**src/rtl/systolic_row_feeder_if.sv**
```systemverilog
// Handshake bundle between the A-tile source, the row feeder and the array's left edge.
// The master side loads tiles and watches the skewed output. The slave side is the feeder.
interface systolic_row_feeder_if #(
    parameter int ROWS = 4,
    parameter int DW   = 16
);
    logic                 in_valid;
    logic                 in_ready;
    logic [ROWS*DW-1:0]   in_data;
    logic                 out_valid;
    logic [ROWS*DW-1:0]   out_data;
    logic                 tile_done;
    logic                 busy;

    modport master (
        output in_valid,
        output in_data,
        input  in_ready,
        input  out_valid,
        input  out_data,
        input  tile_done,
        input  busy
    );

    modport slave (
        input  in_valid,
        input  in_data,
        output in_ready,
        output out_valid,
        output out_data,
        output tile_done,
        output busy
    );
endinterface

```
**src/rtl/systolic_row_feeder.sv**
```systemverilog
// Ping-pong A-tile buffer feeding the left edge of the fp16 systolic array.
// Each tile arrives one K-column per beat. It leaves with row r delayed r cycles,
// and the unused slots are padded with fp16 zero. One bank loads while the other streams.
module systolic_row_feeder #(
    parameter int ROWS  = 4,
    parameter int DEPTH = 4,
    parameter int DW    = 16
) (
    input  logic                 clk,
    input  logic                 reset,
    systolic_row_feeder_if.slave bus
);
    localparam int L  = DEPTH + ROWS - 1;
    localparam int CW = (DEPTH > 1) ? $clog2(DEPTH) : 1;
    localparam int TW = (L > 1) ? $clog2(L) : 1;
    localparam int RW = (ROWS > 1) ? $clog2(ROWS) : 1;

    typedef enum logic {IDLE, STREAM} state_t;
    typedef enum logic {EMPTY, FULL} bank_status_t;

    logic [DW-1:0]      mem [2][ROWS][DEPTH];
    bank_status_t       status [2];

    logic               wr_bank;
    logic [CW-1:0]      wr_cnt;
    logic               accept;

    state_t             state, state_next;
    logic [TW-1:0]      t, t_next;
    logic               rd_bank, rd_bank_next;
    logic               release_bank;

    logic               out_valid_q, out_valid_next;
    logic               tile_done_q, tile_done_next;
    logic [ROWS*DW-1:0] out_data_q, out_data_next;

    // Builds skewed beat 'beat' of a bank. Lane r carries column beat-r when that column exists, and zero otherwise.
    function automatic logic [ROWS*DW-1:0] skew_beat(input logic bank, input logic [TW-1:0] beat);
        logic [ROWS*DW-1:0] v;
        v = '0;
        for (int r = 0; r < ROWS; r++) begin
            int k;
            k = int'(beat) - r;
            if (k >= 0 && k < DEPTH) begin
                v[r*DW +: DW] = mem[bank][r[RW-1:0]][k[CW-1:0]];
            end
        end
        return v;
    endfunction

    // Readiness comes only from the registered bank status. A freed bank opens on the cycle after its last beat.
    assign bus.in_ready  = !reset && (status[wr_bank] == EMPTY);
    assign accept        = bus.in_valid && bus.in_ready;

    assign bus.out_valid = out_valid_q;
    assign bus.out_data  = out_data_q;
    assign bus.tile_done = tile_done_q;
    assign bus.busy      = (state == STREAM);

    // Tile storage. Contents need no reset because a bank is only read after it has been written in full.
    always_ff @(posedge clk) begin
        if (accept) begin
            for (int r = 0; r < ROWS; r++) begin
                mem[wr_bank][r[RW-1:0]][wr_cnt] <= bus.in_data[r*DW +: DW];
            end
        end
    end

    // Write pointer and bank status. The writer marks a bank full, and the streamer frees it after the last beat.
    always_ff @(posedge clk or posedge reset) begin
        if (reset) begin
            wr_bank   <= 1'b0;
            wr_cnt    <= '0;
            status[0] <= EMPTY;
            status[1] <= EMPTY;
        end else begin
            if (accept) begin
                if (wr_cnt == CW'(DEPTH - 1)) begin
                    status[wr_bank] <= FULL;
                    wr_bank         <= ~wr_bank;
                    wr_cnt          <= '0;
                end else begin
                    wr_cnt <= wr_cnt + 1'b1;
                end
            end
            if (release_bank) begin
                status[rd_bank] <= EMPTY;
            end
        end
    end

    // Stream sequencing. This block decides the next beat and chains straight into the other bank when it is already full.
    always_comb begin
        state_next     = state;
        t_next         = t;
        rd_bank_next   = rd_bank;
        release_bank   = 1'b0;
        out_valid_next = 1'b0;
        out_data_next  = '0;
        case (state)
            IDLE: begin
                if (status[rd_bank] == FULL) begin
                    state_next     = STREAM;
                    t_next         = '0;
                    out_valid_next = 1'b1;
                    out_data_next  = skew_beat(rd_bank, '0);
                end
            end
            STREAM: begin
                if (t == TW'(L - 1)) begin
                    release_bank = 1'b1;
                    rd_bank_next = ~rd_bank;
                    if (status[~rd_bank] == FULL) begin
                        t_next         = '0;
                        out_valid_next = 1'b1;
                        out_data_next  = skew_beat(~rd_bank, '0);
                    end else begin
                        state_next = IDLE;
                    end
                end else begin
                    t_next         = t + 1'b1;
                    out_valid_next = 1'b1;
                    out_data_next  = skew_beat(rd_bank, t + 1'b1);
                end
            end
            default: begin
                state_next = IDLE;
            end
        endcase
        tile_done_next = out_valid_next && (t_next == TW'(L - 1));
    end

    // Stream state and registered outputs. The edge that enters STREAM already presents beat 0.
    always_ff @(posedge clk or posedge reset) begin
        if (reset) begin
            state       <= IDLE;
            t           <= '0;
            rd_bank     <= 1'b0;
            out_valid_q <= 1'b0;
            out_data_q  <= '0;
            tile_done_q <= 1'b0;
        end else begin
            state       <= state_next;
            t           <= t_next;
            rd_bank     <= rd_bank_next;
            out_valid_q <= out_valid_next;
            out_data_q  <= out_data_next;
            tile_done_q <= tile_done_next;
        end
    end
endmodule
```
**src/flat_wrapper.sv**
```systemverilog
// flat-port wrapper written by rule: the top's interface ports become plain ports
module systolic_row_feeder_flat 
#(
    parameter int ROWS  = 4,
    parameter int DEPTH = 4,
    parameter int DW    = 16
)
  (clk, reset, bus_in_valid, bus_in_data, bus_in_ready, bus_out_valid, bus_out_data, bus_tile_done, bus_busy);
  systolic_row_feeder_if #(.ROWS(ROWS), .DW(DW)) bus_i ();
  input  logic clk;
  input  logic reset;
  input wire logic [$bits(bus_i.in_valid)-1:0] bus_in_valid;
  input wire logic [$bits(bus_i.in_data)-1:0] bus_in_data;
  output wire logic [$bits(bus_i.in_ready)-1:0] bus_in_ready;
  output wire logic [$bits(bus_i.out_valid)-1:0] bus_out_valid;
  output wire logic [$bits(bus_i.out_data)-1:0] bus_out_data;
  output wire logic [$bits(bus_i.tile_done)-1:0] bus_tile_done;
  output wire logic [$bits(bus_i.busy)-1:0] bus_busy;
  assign bus_i.in_valid = bus_in_valid;
  assign bus_i.in_data = bus_in_data;
  assign bus_in_ready = bus_i.in_ready;
  assign bus_out_valid = bus_i.out_valid;
  assign bus_out_data = bus_i.out_data;
  assign bus_tile_done = bus_i.tile_done;
  assign bus_busy = bus_i.busy;
  systolic_row_feeder #(.ROWS(ROWS), .DEPTH(DEPTH), .DW(DW)) u_core (.clk(clk), .reset(reset), .bus(bus_i));
endmodule
```
**config.mk**
```make
export PLATFORM = sky130hd
export DESIGN_NAME = systolic_row_feeder_flat
export DESIGN_NICKNAME = d
export VERILOG_FILES = /design/src/rtl/systolic_row_feeder_if.sv /design/src/rtl/systolic_row_feeder.sv /design/src/flat_wrapper.sv
export SDC_FILE = /design/constraint.sdc
export NUM_CORES = 1
export LEC_CHECK = 0
export CAP_MARGIN = 20
export CORE_UTILIZATION = 45
export CTS_BUF_LIST = sky130_fd_sc_hd__clkbuf_2 sky130_fd_sc_hd__clkbuf_4 sky130_fd_sc_hd__clkbuf_8
export DETAILED_ROUTE_END_ITERATION = 7
export REMOVE_ABC_BUFFERS = 1
export SLEW_MARGIN = 30
export SYNTH_ARGS = -nofsm -noshare
export SYNTH_HDL_FRONTEND = slang
export SYNTH_SLANG_ARGS = --single-unit
```
**constraint.sdc**
```tcl
create_clock -name clk -period 3.9 [get_ports clk]
set_input_delay 0.78 -clock clk [delete_from_list [all_inputs] [get_ports clk]]
set_output_delay 0.78 -clock clk [all_outputs]
set_load 0.05 [all_outputs]
```
==> qor.csv, run 1 <==
stage,metric,value,unit
clock_network,CTS root buf,clkbuf_8,
detailed_routing,Starting DRT DRC Count,778,
logic_synthesis,Synth Flop Type,edfxtp_1,
logic_synthesis,number of synthesized flops with an enable pin,512,
floorplan,Die Y,224,um
critical_path,Critical Path AT,2490,ps
critical_path,critical-path cell list,nor2b_1 -> a211oi_1 -> clkdlybuf4s50_1,
floorplan,Core Rows,81,
timing,final setup vio count,0,
critical_path,Worst R2R Setup Slack,1230,ps
critical_path,Crit-path slowest cell,clkdlybuf4s50_1,
placed_design,HPWL after DPL,25.9,mm
detailed_routing,drt pass-1 iters,5,
timing,relative slew slack,30.8,%
logic_synthesis,post-synth top area cell,edfxtp_1,
timing,Max Clk Rate,306,MHz
timing,final slew viol count,0,
timing,fin worst setup slack,632,ps
timing,final hold viol count,0,
logic_synthesis,share of the synthesized area in the top cell type,69.2,%
logic_synthesis,cells after synthesis,1116,
floorplan,I/O pins,135,
placed_design,Area after DPL,24500,um^2
clock_network,worst-skew pair later-pin latency,670,ps
final_layout,"most common cell after layout, fill and taps aside",edfxtp_1,
run,MaxCap Viol Count,0,
timing,Final Cycle Share,83.8,%
global_route,largest net degree at the start of global routing,65,
clock_network,H-tree depth,3,
clock_network,CTS tree,done,
placed_design,GP Congestion,0.727,
critical_path,type of the worst setup path,flip-flop to primary output,
logic_synthesis,"Avg Cell Area, Syn",19.9,um^2
detailed_routing,Detail Route Antenna Nets,0,
hold_path,Worst Hold Class,flip-flop to flip-flop,
timing,Worst-Margin Slew,1040,ps
logic_synthesis,register area share after synthesis,77.7,%
global_route,total grt overflow,0,
floorplan,core outline area,48800,um^2
power_and_ir_drop,leakage,8.96,nW
timing,Final min period,3270,ps
global_route,Tot GR Track Use,19.3,%
critical_path,reg2reg path depth,6,
floorplan,Initial Util,45.5,%
power_and_ir_drop,cell area power density,746,nW/um^2
critical_path,startpoint types,flip-flop,
logic_synthesis,Post-synth ARST share,12.8,%
placed_design,placed cells,1891,
logic_synthesis,synthesized cell area,22200,um^2
detailed_routing,vias post-DR,11194,
hold_path,worst hold stages,2,
detailed_routing,DRC,0,
power_and_ir_drop,Tot Pwr,19.8,mW
critical_path,CP Max Fanout,9,
global_route,first-pass GRT wire length,71.9,mm
placed_design,pre-CTS setup slack,674,ps
clock_network,Num CTS Buffers,95,
final_layout,final instance area,26500,um^2
timing,setup_tns,0,ps
floorplan,Die W,224,um
clock_network,hold_buf cts,0,
outcome,status,finished clean,
final_layout,Post-Layout Cell Count,2065,
clock_network,Post-CTS Resized,0,
timing,clk_skew,21.6,ps
final_layout,synth-to-layout area growth,19.2,%
final_layout,"commonest cells after routing, fill and taps aside","512 x edfxtp_1, 134 x clkdlybuf4s50_1, 108 x clkbuf_8, 98 x mux4_2, 92 x nand2_1",
logic_synthesis,register bit total from synthesis,587,
logic_synthesis,Syn. warnings,0,
critical_path,CP required,3120,ps
detailed_routing,Via density,5.42,
critical_path,Crit path largest cell delay,840,ps
final_layout,layout cell share with drive strength beyond 1,23.1,%
final_layout,nets@finish,1400,
detailed_routing,routed length per placed instance,22.6,um
global_route,vias in the first global route,11903,
power_and_ir_drop,worst vdd ir,0.523,mV
timing,RSZ-0062 raised after global routing,false,
timing,WHS,636,ps
clock_network,CTS Buffer Depth,3,
critical_path,CP endpoint kind,primary output,
clock_network,Worst-path clk slew,60,ps
placed_design,Buffers on Ports,134,
global_route,initial antenna violation count,5,
clock_network,Setup Buffers After CTS,0,
floorplan,Die ar.,50300,um^2
clock_network,clk sinks,587,
final_layout,final core utilization,54.2,%
logic_synthesis,ranking of synthesized cells by area,"edfxtp_1 69%, mux4_2 9.9%, dfrtp_1 8.4%, nand2_1 1.6%, mux2i_1 1.4%",
detailed_routing,final wirelength,46.8,mm
logic_synthesis,Yosys cell types,46,
## cell families (layout without fill, tap and decap cells)
group | after synthesis | in the layout | share of synthesized area, %
XOR/XNOR | 3 | 3 | 0.118
AND/OR/NAND/NOR | 139 | 139 | 2.86
AO/OA/AOI/OAI | 161 | 161 | 5.35
other | 0 | 2 | 0
flip-flops | 587 | 587 | 77.7
adder cells (fa/ha/maj) | 9 | 9 | 0.507
buffers and inverters | 87 | 370 | 2.12
multiplexers | 130 | 130 | 11.4
## layer usage
| metal | vias up | track usage, % | share of wire, % |
|---|---|---|---|
| li1 | 4979 | - | - |
| met1 | 5809 | 26.2 | 44 |
| met2 | 304 | 30.9 | 49 |
| met3 | 96 | 4.54 | 5.5 |
| met4 | 6 | 6.41 | 2.3 |
| met5 | - | 0 | 0.068 |
## where the power goes
part	switching, mW	internal (mW)	total (mW)
Combinational	3.94	2.61	6.55
Sequential	0.382	7.52	7.90
Clock	2.32	2.99	5.31
Total	6.65	13.1	19.8
## worst max-delay path: cells and delay by family (launching register included)
family	cells	cell delay, ps
AND/OR/NAND/NOR	1	160
AO/OA/AOI/OAI	1	220
buffers and inverters	1	840
flip-flops	1	610
## state kept, by name, summed over array words and instances (netlist names)
name                  count
u_core.bus.busy           1
u_core.t                  3
u_core.bus.tile_done      1
u_core.status             2
u_core.rd_bank            1
u_core.wr_bank            1
u_core.wr_cnt             2
u_core.bus.out_data      64
u_core.mem              512
## worst paths after layout
path / from / endpoint
setup / recovery: u_core.wr_bank / bus_in_ready
hold / removal: u_core.wr_cnt[1] / u_core.wr_cnt[1]
setup reg to reg: u_core.t[0] / u_core.bus.out_data[45]
hold reg to reg: u_core.wr_cnt[1] / u_core.wr_cnt[1]
max in group asynchronous: reset / u_core.bus.out_data[12]
min in group asynchronous: reset / u_core.bus.out_data[25]
## Yosys cell counts, drive strengths merged, types with 2 or more instances
cell,instances
a211oi,2
a21boi,2
a21oi,38
a221oi,32
a22oi,15
and2,4
and3,19
buf,48
clkbuf,14
dfrtp,75
edfxtp,512
ha,9
inv,24
mux2i,32
mux4,98
nand2,92
nand2b,4
nand3,3
nor2,8
nor2b,2
o21ai,22
o221ai,31
o22ai,15
or2,2
xnor2,3
## area by class of cell
| type | instances | area [um^2] |
|---|---|---|
| Clock inverter | 22 | 135 |
| Fill cell | 3886 | 22400 |
| Inverter | 25 | 96.3 |
| Timing Repair Buffer | 173 | 1820 |
| Antenna cell | 2 | 5.00 |
| Tap cell | 664 | 831 |
| Sequential cell | 587 | 17300 |
| Multi-Input combinational cell | 442 | 4540 |
| Clock buffer | 150 | 1800 |
(Power assumes the default switching activity.)
==> run 2, diff against run 1 <==
==> constraint.sdc (replaced) <==
create_clock -name clk -period 3.4 [get_ports clk]
set_input_delay 0.68 -clock clk [delete_from_list [all_inputs] [get_ports clk]]
set_output_delay 0.68 -clock clk [all_outputs]
set_load 0.05 [all_outputs]
==> qor.csv, run 2 (synthesized netlist as in run 1, its figures left out) <==
stage,metric,value,unit
outcome,status,finished clean,
timing,WHS,587,ps
detailed_routing,Via density,5.49,
hold_path,Worst Hold Class,primary input to async pin,
global_route,total grt overflow,0,
critical_path,Bufs and invs on worst path,1,
global_route,met1 Use GR,27.0,%
clock_network,Setup Buffers After CTS,0,
critical_path,Crit-path slowest cell,clkdlybuf4s50_1,
timing,Final Cycle Share,88.0,%
global_route,vias in the first global route,12102,
final_layout,"commonest cells after routing, fill and taps aside","512 x edfxtp_1, 133 x clkdlybuf4s50_1, 105 x clkbuf_8, 98 x mux4_2, 92 x nand2_1",
run,MaxCap Viol Count,0,
timing,Worst-Margin Slew,951,ps
placed_design,Buffers on Ports,134,
final_layout,layout cell share with drive strength beyond 1,23.7,%
critical_path,startpoint types,flip-flop,
placed_design,HPWL after DPL,27.4,mm
clock_network,Worst-path clk slew,60,ps
final_layout,Layout fillers,3884,
critical_path,CP endpoint kind,primary output,
global_route,initial antenna violation count,1,
global_route,GR Util met3,4.00,%
clock_network,CTS Buffer Depth,3,
timing,fin worst setup slack,410,ps
timing,final setup vio count,0,
clock_network,hold_buf cts,0,
critical_path,Critical Path AT,2310,ps
critical_path,critical-path cell list,clkdlybuf4s50_1,
final_layout,nets@finish,1404,
detailed_routing,Detail Route Antenna Nets,0,
global_route,Tot GR Track Use,19.5,%
detailed_routing,vias post-DR,11362,
timing,Max Clk Rate,334,MHz
clock_network,CTS root buf,clkbuf_8,
timing,final slew viol count,0,
critical_path,CP required,2720,ps
placed_design,Area after DPL,24600,um^2
global_route,GRT Max-Usage Layer,met2,
detailed_routing,routed length per placed instance,22.9,um
timing,relative slew slack,36.6,%
floorplan,I/O pins,135,
critical_path,cell family with most CP delay,buffers and inverters,
clock_network,H-tree depth,3,
clock_network,Post-CTS Resized,0,
timing,clk_skew,22.7,ps
timing,final hold viol count,0,
timing,Final min period,2990,ps
critical_path,type of the worst setup path,flip-flop to primary output,
final_layout,final core utilization,54.4,%
final_layout,"most common cell after layout, fill and taps aside",edfxtp_1,
floorplan,Core Rows,81,
detailed_routing,drt pass-1 iters,5,
global_route,M2 GR Usage,31.2,%
power_and_ir_drop,leakage,9.01,nW
floorplan,core outline area,48800,um^2
critical_path,CP Max Fanout,17,
clock_network,Num CTS Buffers,93,
final_layout,synth-to-layout area growth,19.6,%
clock_network,CTS tree,done,
critical_path,Crit path largest cell delay,920,ps
final_layout,max reg flops,512,
floorplan,Die W,224,um
global_route,first-pass GRT wire length,72.6,mm
detailed_routing,DRC,0,
final_layout,Ant. Diodes,0,
timing,setup_tns,0,ps
power_and_ir_drop,cell area power density,857,nW/um^2
timing,RSZ-0062 raised after global routing,false,
floorplan,Die Y,224,um
clock_network,clk sinks,587,
placed_design,GP Congestion,0.722,
detailed_routing,final wirelength,47.4,mm
global_route,largest net degree at the start of global routing,53,
placed_design,pre-CTS setup slack,499,ps
floorplan,Initial Util,45.5,%
floorplan,Die ar.,50300,um^2
power_and_ir_drop,worst vdd ir,0.465,mV
final_layout,final instance area,26600,um^2
clock_network,worst-skew pair later-pin latency,660,ps
detailed_routing,Starting DRT DRC Count,903,
[run 2: final timing paths]
path,start,to,slack (ps),cells after the start
max,u_core.bus.busy,bus_busy,410,1
min,reset,u_core.wr_bank,590,2
max reg2reg,u_core.t[0],u_core.bus.out_data[4],780,8
min reg2reg,u_core.mem[0][240],u_core.bus.out_data[0],650,2
max in group asynchronous,reset,u_core.rd_bank,2040,3
min in group clk,u_core.mem[0][240],u_core.bus.out_data[0],650,2
[run 2: through the flow]
stage / power, mW / instances
6_report: 22.7 / 2068
3_3_place_gp: 16.9 / 1897
2_1_floorplan: 14.0 / 1054
4_1_cts: 23.1 / 2068
5_1_grt: 23.9 / 2068
3_5_place_dp: 17.0 / 1897
[run 2: layer usage]
metal  wire length (um)  up-vias  part of all wire, %
li1                   -     4973                    -
met1              21100     5986                   45
met2              22900      310                   48
met3               2280       93                  4.8
met4               1060        0                  2.2
met5                  0        -                    0
[run 2: cell type report]
class / count / area (um^2) / share of cell area (%)
clock buffer: 151 / 1790 / 6.74
clock inverter: 20 / 119 / 0.448
inverter: 25 / 96.3 / 0.363
multi-input combinational: 442 / 4540 / 17.1
sequential: 587 / 17300 / 65.0
tap: 664 / 831 / 3.13
timing repair buffer: 179 / 1930 / 7.26
[run 2: report_power, final]
group / switching [mW] / internal (mW) / total [mW]
logic: 4.62 / 3.04 / 7.66
clock network: 2.64 / 3.40 / 6.03
registers: 0.429 / 8.63 / 9.06
total: 7.68 / 15.1 / 22.7
==> run 3, diff against run 2 <==
--- a/config.mk
+++ b/config.mk
@@ -6,7 +6,7 @@
 export NUM_CORES = 1
 export LEC_CHECK = 0
 export CAP_MARGIN = 20
-export CORE_UTILIZATION = 45
+export CORE_UTILIZATION = 40
 export CTS_BUF_LIST = sky130_fd_sc_hd__clkbuf_2 sky130_fd_sc_hd__clkbuf_4 sky130_fd_sc_hd__clkbuf_8
 export DETAILED_ROUTE_END_ITERATION = 7
 export REMOVE_ABC_BUFFERS = 1
==> qor.csv, run 3 (synthesized netlist as in run 1, its figures left out) <==
stage,metric,value,unit
detailed_routing,Starting DRT DRC Count,804,
power_and_ir_drop,cell area power density,867,nW/um^2
outcome,status,finished clean,
floorplan,Die ar.,56500,um^2
timing,WHS,631,ps
clock_network,CTS tree,done,
clock_network,CTS Buffer Depth,3,
critical_path,Worst path depth,1,
floorplan,I/O pins,135,
timing,Final min period,3010,ps
detailed_routing,Metal-1 WL,21.3,mm
final_layout,synth-to-layout area growth,20.4,%
detailed_routing,Via density,5.29,
clock_network,Worst-path clk slew,60,ps
timing,Final Cycle Share,88.5,%
floorplan,Die W,238,um
global_route,vias in the first global route,12083,
timing,clk_skew,28.0,ps
timing,RSZ-0062 raised after global routing,false,
clock_network,clk sinks,587,
final_layout,nets@finish,1399,
hold_path,Worst Hold Class,flip-flop to flip-flop,
critical_path,reg2reg path depth,6,
final_layout,Layout fillers,4549,
timing,Max Clk Rate,332,MHz
timing,Worst-Margin Slew,903,ps
timing,final setup vio count,0,
clock_network,worst-skew pair later-pin latency,670,ps
run,MaxCap Viol Count,0,
critical_path,cell family with most CP delay,buffers and inverters,
clock_network,H-tree depth,3,
timing,final hold viol count,0,
final_layout,"commonest cells after routing, fill and taps aside","512 x edfxtp_1, 133 x clkdlybuf4s50_1, 111 x clkbuf_8, 98 x mux4_2, 92 x nand2_1",
global_route,largest net degree at the start of global routing,66,
floorplan,core outline area,55000,um^2
final_layout,"most common cell after layout, fill and taps aside",edfxtp_1,
floorplan,Initial Util,40.4,%
placed_design,HPWL after DPL,27.6,mm
global_route,first-pass GRT wire length,74.3,mm
timing,setup_tns,0,ps
floorplan,Die Y,238,um
critical_path,critical-path cell list,clkdlybuf4s50_1,
detailed_routing,DRC,0,
critical_path,type of the worst setup path,flip-flop to primary output,
detailed_routing,vias post-DR,11382,
hold_path,worst hold stages,3,
critical_path,startpoint types,flip-flop,
critical_path,Critical Path AT,2330,ps
global_route,total grt overflow,0,
critical_path,CP required,2720,ps
clock_network,Num CTS Buffers,94,
final_layout,max reg flops,512,
final_layout,layout cell share with drive strength beyond 1,23.6,%
global_route,Tot GR Track Use,17.7,%
timing,final slew viol count,0,
final_layout,Ant. Diodes,0,
critical_path,Crit path largest cell delay,920,ps
floorplan,Core Rows,86,
clock_network,hold_buf cts,0,
global_route,initial antenna violation count,0,
detailed_routing,met3 WL,2.34,mm
clock_network,CTS root buf,clkbuf_8,
clock_network,Setup Buffers After CTS,0,
detailed_routing,WL met2,24.4,mm
critical_path,Bufs and invs on worst path,1,
power_and_ir_drop,leakage,9.05,nW
timing,relative slew slack,39.8,%
detailed_routing,Detail Route Antenna Nets,0,
critical_path,CP Max Fanout,17,
placed_design,GP Congestion,0.733,
placed_design,Buffers on Ports,134,
detailed_routing,drt pass-1 iters,5,
clock_network,Post-CTS Resized,0,
detailed_routing,routed length per placed instance,22.8,um
detailed_routing,final wirelength,49.0,mm
critical_path,Crit-path slowest cell,clkdlybuf4s50_1,
critical_path,CP endpoint kind,primary output,
power_and_ir_drop,worst vdd ir,0.449,mV
detailed_routing,uppermost layer routed,met4,
-- run 3: cell count changes in the layout (fill, tap and decap cells not counted), sizes merged --
cell and delta:
clkinv -1, inv +4, buf -6, bufinv +3
-- run 3: path summary, 6_finish.rpt --
check / endpoint / start / slack, ps
max: bus_busy / u_core.bus.busy / 390
min: u_core.wr_cnt[0] / u_core.wr_cnt[0] / 630
max reg2reg: u_core.bus.out_data[4] / u_core.t[0] / 460
min reg2reg: u_core.wr_cnt[0] / u_core.wr_cnt[0] / 630
max in group asynchronous: u_core.bus.out_data[57] / reset / 2040
min in group asynchronous: u_core.rd_bank / reset / 640
-- run 3: area by class of cell --
class	count	area [um^2]	area share, %
Clock buffer	151	1830	6.83
Clock inverter	26	243	0.907
Inverter	25	96.3	0.360
Multi-Input combinational cell	442	4530	16.9
Sequential cell	587	17300	64.5
Tap cell	748	936	3.50
Timing Repair Buffer	173	1860	6.95
-- run 3: power by group --
group / switching (mW) / internal, mW
combinational: 4.63 / 3.03
clock: 2.71 / 3.73
sequential: 0.462 / 8.63
total: 7.80 / 15.4
-- run 3: per-stage QoR --
| step | cell area, um^2 | utilization [%] | power (mW) | worst slack, ps | std cells |
|---|---|---|---|---|---|
| final | 26800 | 48.7 | 23.2 | 390 | 2152 |
| after global routing | 26800 | 48.7 | 24.3 | 286 | 2152 |
| after CTS | 26800 | 48.7 | 23.5 | 337 | 2152 |
| after detailed placement | 24700 | 44.9 | 17.0 | 351 | 1975 |
| after global placement | 24700 | 44.9 | 16.9 | 388 | 1975 |
| after floorplan | 21800 | - | 14.0 | -3970 | 1054 |
-- run 3: routing by layer --
metal / vias up / track usage (%)
met5: - / 0
met4: 0 / 5.79
met3: 65 / 2.98
met1: 5998 / 23.6
li1: 4965 / -
met2: 354 / 29.5
